File: config.mk
export PLATFORM = sky130hd
export DESIGN_NAME = dcdl_coarse_ctrl
export DESIGN_NICKNAME = d
export VERILOG_FILES = /design/src/rtl/dcdl_coarse_ctrl.sv
export SDC_FILE = /design/constraint.sdc
export NUM_CORES = 1
export LEC_CHECK = 0
export CORE_UTILIZATION = 54
export DETAILED_ROUTE_END_ITERATION = 12
export PLACE_DENSITY = 0.92
export SETUP_SLACK_MARGIN = 0.3
export SYNTH_ARGS = -nofsm -noshare
export SYNTH_HDL_FRONTEND = slang
export SYNTH_SLANG_ARGS = --single-unit
File: constraint.sdc
create_clock -name clk -period 5 [get_ports clk]
set_clock_uncertainty 0.15 [all_clocks]
set_input_delay 0.5 -clock clk [delete_from_list [all_inputs] [get_ports clk]]
set_output_delay 0.5 -clock clk [all_outputs]
set_load 0.05 [all_outputs]
File: src/rtl/dcdl_coarse_ctrl.sv
// Coarse DCDL sequencer: binary target code to a registered thermometer select,
// applied as one jump or as a one-bit-per-step ramp with a settle wait after each change.
module dcdl_coarse_ctrl #(
  parameter int Nbit     = 5,
  parameter int Nthm     = 2**Nbit-1,
  parameter int MAX_CODE = 31,
  parameter int SETTLE_W = 4
) (
  input  logic                clk,
  input  logic                rstb,
  input  logic [Nbit-1:0]     code_in,
  input  logic                code_valid,
  output logic                code_ready,
  input  logic                en_ramp,
  input  logic [SETTLE_W-1:0] settle_cycles,
  output logic [Nthm-1:0]     thm,
  output logic [Nbit-1:0]     code_cur,
  output logic                busy,
  output logic                done
);

  typedef enum logic [1:0] {
    IDLE,
    STEP,
    SETTLE
  } state_t;

  localparam logic [Nbit-1:0] MAXC = Nbit'(MAX_CODE);

  state_t                state;
  logic [Nbit-1:0]       target;
  logic [SETTLE_W-1:0]   cnt;
  logic [Nbit-1:0]       clamp;
  logic [Nbit-1:0]       step_code;

  function automatic logic [Nthm-1:0] therm(input logic [Nbit-1:0] c);
    logic [Nthm-1:0] t;
    for (int i = 0; i < Nthm; i++)
      t[i] = (i < int'(c));
    return t;
  endfunction

  assign clamp      = (code_in > MAXC) ? MAXC : code_in;
  assign code_ready = (state == IDLE);
  assign busy       = (state != IDLE);

  // Ramp direction comes from the latched target only.
  always_comb begin
    step_code = code_cur;
    unique case (1'b1)
      (code_cur < target): step_code = code_cur + 1'b1;
      (code_cur > target): step_code = code_cur - 1'b1;
      default:             step_code = code_cur;
    endcase
  end

  always_ff @(posedge clk or negedge rstb) begin
    if (!rstb) begin
      state    <= IDLE;
      thm      <= '0;
      code_cur <= '0;
      target   <= '0;
      cnt      <= '0;
      done     <= 1'b0;
    end else begin
      done <= 1'b0;
      unique case (state)
        IDLE: begin
          if (code_valid) begin
            target <= clamp;
            if (clamp == code_cur) begin
              done <= 1'b1;
            end else if (!en_ramp) begin
              code_cur <= clamp;
              thm      <= therm(clamp);
              cnt      <= settle_cycles;
              state    <= SETTLE;
            end else begin
              state <= STEP;
            end
          end
        end
        STEP: begin
          code_cur <= step_code;
          thm      <= therm(step_code);
          cnt      <= settle_cycles;
          state    <= SETTLE;
        end
        SETTLE: begin
          if (cnt != '0) begin
            cnt <= cnt - SETTLE_W'(1);
          end else if (code_cur == target) begin
            state <= IDLE;
            done  <= 1'b1;
          end else begin
            state <= STEP;
          end
        end
        default: state <= IDLE;
      endcase
    end
  end

endmodule
==> impl_metrics.ini, run 1 <==
[run_status]
status = completed

[critical_path]
cp_cell_sequence = ha_1 -> and4_4 -> and2_1 -> nor2_1 -> fa_1 -> a21o_1 -> a21oi_4 -> a31oi_4 -> a2111oi_4 -> nand2_1 -> o22ai_1
critPathArrivalTime_ns = 4.47
r2r_slack_ns = 0.61
critPathBufInv = 0
endpoint_kind = flip-flop
path_class = reg2reg
path_delay_family = compound AO/OA/AOI/OAI gates
required_ns = 5.08
crit_slowest_cell = a2111oi_4
worstPathMaxFanout = 14
crit_path_max_incr_delay_ns = 0.83
r2r-end = thm[26]
ff2ff_path_depth = 11
rr_startpoint = thm[15]
critPathLaunchType = flip-flop

[clock_tree]
clockBufferDepth = 2
htreeDepth = 2
holdBufCountCts = 0
path_clk_slew_ns = 0.09
clk_latency_ns = 0.31
post_cts_buffers = 0
cts_buffers = 5
cts_resized = 0
clockRootBuffer = clkbuf_8
cts_tree = built
clock-sinks = 47

[global_routing]
grt_pass1_vias = 2776
overflow = 0
antenna_found_initial = 0
grt_usage_pct = 28.6
grt_max_degree = 48
grt_pass1_wl_um = 13700

[routing]
routed_via_density = 6.52
post-route-drc-count = 0
wl_per_cell_um = 18.3
drt-initial-drc-count = 350
ant_nets = 0
vias = 3036
wl_um = 8530
dr.pass1.iters = 6

[layout]
syn_to_final_growth_pct = 19.8
n_antenna_cell = 0
nets = 416
finalNonFillerCells = 466
drive_above_1_share_pct = 8.12

[timing]
fin_tns_setup_ns = 0
slew_viol_final = 0
max_slew.worst_pin.slew_ns = 1.04
setup_viol = 0
fmax_mhz = 228
fin_ws_ns = 0.607
rsz0062_at_grt = no
fin_crit_sh_pct = 87.9
hold_viol_final = 0
period_needed_ns = 4.39
slew-limit-headroom_pct = 30.6
hold_slack_ns = 0.220

[yosys]
synth_nets = 385
synth.most_common_cell = dfrtp_1
yosysTopAreaCell = dfrtp_1
synth_area_leaders = dfrtp_1 (37%), nor2_1 (5.1%), a31oi_1 (4.8%)
yosys_most_used_dff = dfrtp_1
synthCells = 362
yosys_warnings = 0
ys_ff_latch = 47
synth_edf_count = 0
syn_avg_cell_area_um2 = 8.69
async_reset_ff_share_pct = 100
synthTopCellsByCount = dfrtp_1 (47), nor2_1 (43), nand2_1 (28), a21oi_1 (26), a31oi_1 (24)
synth_top_area_share_pct = 37.4
synth_cell_type_count = 65
syn_area_mm2 = 0.00314
yosysSeqAreaShare_pct = 37.4

[die]
core_area_mm2 = 0.00557
dieArea_mm2 = 0.00613
die_x_um = 78.3
pin_count = 52
start_util_pct = 56.4
core.rowCount = 27
die_h_um = 78.3

[place]
gp_congestion = 0.904
place_hpwl_um = 5870
place_ws_ns = 0.704
numPortBuffers = 51
dp.cells = 458

[job]
drv_cap = 0

[hold_path]
min_path_type = in2async
==> kinds of logic after synthesis <==
kind of cell,Yosys count,share of synthesized area [%]
AO/OA/AOI/OAI,131,30.4
AND/OR/NAND/NOR,119,18.2
flip-flops,47,37.4
buffers and inverters,43,6.09
adder cells (fa/ha/maj),10,4.22
XOR/XNOR,8,2.23
multiplexers,4,1.47
==> area by class of cell <==
class                      instances  area, um2
clock inverter                     2       60.1
inverter                          12       45.0
multi-input combinational        272       1790
timing repair buffer              55        536
fill                             451       1810
tap                               72       90.1
clock buffer                       6       72.6
sequential                        47       1180
==> through the flow <==
step | area [um2] | util [%]
detailed placement | 3630 | 65.2
global route | 3770 | 67.6
CTS | 3770 | 67.6
global placement | 3630 | 65.2
floorplan | 3140 | -
finish | 3770 | 67.6
==> state kept, by name (all words and copies together), names as in the netlist <==
signal	cells
code_cur	4
done	1
target	5
state	2
cnt	4
thm	31
==> layout by cell type (no fill, tap or decap), types with 3 or more instances in the layout <==
| master | n |
|---|---|
| nor3_1 | 6 |
| clkdlybuf4s50_1 | 50 |
| o21ai_1 | 4 |
| and2_1 | 4 |
| o31ai_1 | 7 |
| o211ai_1 | 4 |
| nor2b_1 | 4 |
| nand2b_1 | 4 |
| dfrtp_1 | 47 |
| buf_4 | 4 |
| or3_1 | 3 |
| ha_1 | 9 |
| xnor2_1 | 3 |
| and3_1 | 5 |
| a21oi_1 | 26 |
| nor2_1 | 43 |
| xor2_1 | 5 |
| nand2_1 | 28 |
| o22ai_1 | 5 |
| clkbuf_8 | 5 |
| a21o_1 | 4 |
| nand4_1 | 5 |
| nand3_1 | 10 |
| o21ai_0 | 22 |
| a31oi_1 | 24 |
| a211oi_1 | 5 |
| inv_1 | 12 |
==> worst max path at each step <==
stage	from	end	slack, ns	depth (start not counted)
finish	thm[15]	thm[26]	0.61	11
global route	code_cur[0]	thm[2]	0.32	11
CTS	code_cur[0]	thm[26]	0.66	11
detailed placement	code_cur[0]	thm[26]	0.70	11
global placement	thm[15]	thm[2]	0.87	12
floorplan	code_cur[0]	thm[17]	1.09	14
==> routing by layer <==
layer / wire length (um) / vias up / part of all wire, % / GRT usage, %
li1: - / 1387 / - / -
met1: 3530 / 1424 / 41 / 37.3
met2: 3950 / 198 / 46 / 46.3
met3: 766 / 27 / 9.0 / 5.58
met4: 285 / 0 / 3.3 / 12.0
met5: 0 / - / 0 / 0
Power of run 1 is not shown: default switching activity piles up to over one toggle a cycle in this logic, so the estimate is an artifact.
==> run 2: changes to the inputs <==
--- a/config.mk
+++ b/config.mk
@@ -5,9 +5,9 @@
 export SDC_FILE = /design/constraint.sdc
 export NUM_CORES = 1
 export LEC_CHECK = 0
-export CORE_UTILIZATION = 54
+export CORE_UTILIZATION = 49
 export DETAILED_ROUTE_END_ITERATION = 12
-export PLACE_DENSITY = 0.92
+export PLACE_DENSITY = 0.88
 export SETUP_SLACK_MARGIN = 0.3
 export SYNTH_ARGS = -nofsm -noshare
 export SYNTH_HDL_FRONTEND = slang
==> constraint.sdc (replaced) <==
create_clock -name clk -period 3.6 [get_ports clk]
set_clock_uncertainty 0.15 [all_clocks]
set_input_delay 0.36 -clock clk [delete_from_list [all_inputs] [get_ports clk]]
set_output_delay 0.36 -clock clk [all_outputs]
set_load 0.05 [all_outputs]
==> run 2 against run 1 <==
  * Critical path depth is 2 higher
  * Sequential share of layout area decreased by 3.0 points
  * Global-route usage fell by 0.32 points
  * Worst hold slack worse by 0.13 ns
  * Fmax grew 28%
  * Clock-buffer cell count unchanged
  * Die area up 9.9%
  * Register-to-register slack got worse by 0.44 ns
  * Critical endpoint is now thm[18]
==> impl_metrics.ini, run 2 (synthesis gave the netlist of run 1 again) <==
[run_status]
status = completed

[routing]
vias = 3182
post-route-drc-count = 0
dr.pass1.iters = 5
wl_per_cell_um = 18.8
wl_um = 9330
drt-initial-drc-count = 401
ant_nets = 0
routed_via_density = 6.40

[layout]
nets = 444
syn_to_final_growth_pct = 33.5
final_common_cell = clkdlybuf4s50_1
finish.instance_area_mm2 = 0.00420
largest_reg_flops = 31
drive_above_1_share_pct = 21.1
n_antenna_cell = 0
final_cell_mix = clkdlybuf4s50_1 (50), dfrtp_1 (42), nor2_1 (40), buf_4 (28), nand2_1 (27)
top_register = thm
reg_top3 = thm (31), target (5)

[critical_path]
endpoint_kind = flip-flop
worstPathMaxFanout = 7
required_ns = 3.69
critPathArrivalTime_ns = 3.52
path_class = reg2reg
critPathLaunchType = flip-flop

[global_routing]
grt_pass1_wl_um = 14400
grt_max_degree = 48
antenna_found_initial = 0
grt_usage_pct = 28.3
grt_pass1_vias = 3047
overflow = 0

[clock_tree]
htreeDepth = 2
holdBufCountCts = 0
clock-sinks = 47
clockRootBuffer = clkbuf_8
path_clk_slew_ns = 0.10
clockBufferDepth = 2
clk_latency_ns = 0.31
cts_buffers = 5
cts_tree = built

[die]
pin_count = 52
core.rowCount = 28
dieArea_mm2 = 0.00674
die_x_um = 82.1
die_h_um = 82.1
start_util_pct = 51.9
core_area_mm2 = 0.00606

[timing]
slew_viol_final = 0
fin_crit_sh_pct = 95.3
rsz0062_at_grt = yes
fmax_mhz = 291
slew-limit-headroom_pct = 28.5
max_slew.worst_pin.slew_ns = 1.07
hold_slack_ns = 0.0875
hold_viol_final = 0
period_needed_ns = 3.43
setup_viol = 0

[job]
drv_cap = 0

[place]
dpl_cell_area_mm2 = 0.00387
gp_congestion = 0.901
place_hpwl_um = 6410
numPortBuffers = 51

[hold_path]
min_path_type = in2async
[run 2: cell count changes in the layout (fill, tap and decap cells not counted), sizes merged]
cell / delta
buf: +27
bufinv: -2
clkinv: +1
clkbuf: +1
clkinvlp: +1
[run 2: path summary, 6_finish.rpt]
kind / slack [ns] / depth (start not counted) / startpoint / end
max in group asynchronous: 2.42 / 1 / rstb / thm[15]
worst min register to register: 0.36 / 2 / thm[9] / thm[9]
worst max-delay path: 0.17 / 13 / thm[15] / thm[18]
min in group clk: 0.36 / 2 / thm[9] / thm[9]
worst min-delay path: 0.09 / 1 / rstb / thm[23]
worst max register to register: 0.17 / 13 / thm[15] / thm[18]
[run 2: per-layer routing]
| layer | global-route usage, % | share of wire (%) |
|---|---|---|
| met1 | 36.3 | 41 |
| met3 | 5.05 | 9.4 |
| met4 | 12.3 | 3.4 |
| met5 | 0 | 0 |
| met2 | 46.4 | 47 |
[run 2: metrics by stage]
step	util [%]	setup WS [ns]	instances	setup TNS [ns]
2_1_floorplan	-	0.0297	362	0
3_3_place_gp	63.8	0.0682	477	0
3_5_place_dp	63.8	-0.0636	477	-0.234
5_1_grt	69.3	0.0735	497	0
6_report	69.3	0.168	497	0
4_1_cts	67.6	0.209	494	0
[run 2: cell type report]
type	instances	area, um2
fill	485	1860
tap	75	93.8
clock inverter	2	16.3
inverter	12	45.0
multi-input combinational	272	1980
sequential	47	1180
clock buffer	6	82.6
timing repair buffer	83	792
[run 2: critical path, stage by stage (launching register included)]
cell and delay [ns]:
dfrtp_4 0.49, ha_4 0.28, and4_4 0.23, and2_4 0.15
nor2_2 0.05, nor2_4 0.16, ha_4 0.24, a21o_4 0.24
a221oi_4 0.33, mux2i_4 0.16, a2111oi_4 0.40, buf_4 0.24
o31ai_2 0.09, a31oi_1 0.17
[run 2: what timing repair did]
action	CTS	global route
endpoints found under the hold margin	0	0
resized for setup	11	11
buffers inserted	8	2
cloned	1	1
endpoints found under the setup margin	31	31
pin swaps	16	3
Power of run 2 is left out for the same reason.
==> run 3: changes to the inputs <==
--- a/config.mk
+++ b/config.mk
@@ -6,6 +6,7 @@
 export NUM_CORES = 1
 export LEC_CHECK = 0
 export CORE_UTILIZATION = 49
+export CTS_CLUSTER_SIZE = 40
 export DETAILED_ROUTE_END_ITERATION = 12
 export PLACE_DENSITY = 0.88
 export SETUP_SLACK_MARGIN = 0.3
==> results of run 3 <==
Same layout as run 2: the final DEF is identical, and so are final timing and power.
Power of run 3 is left out for the same reason.
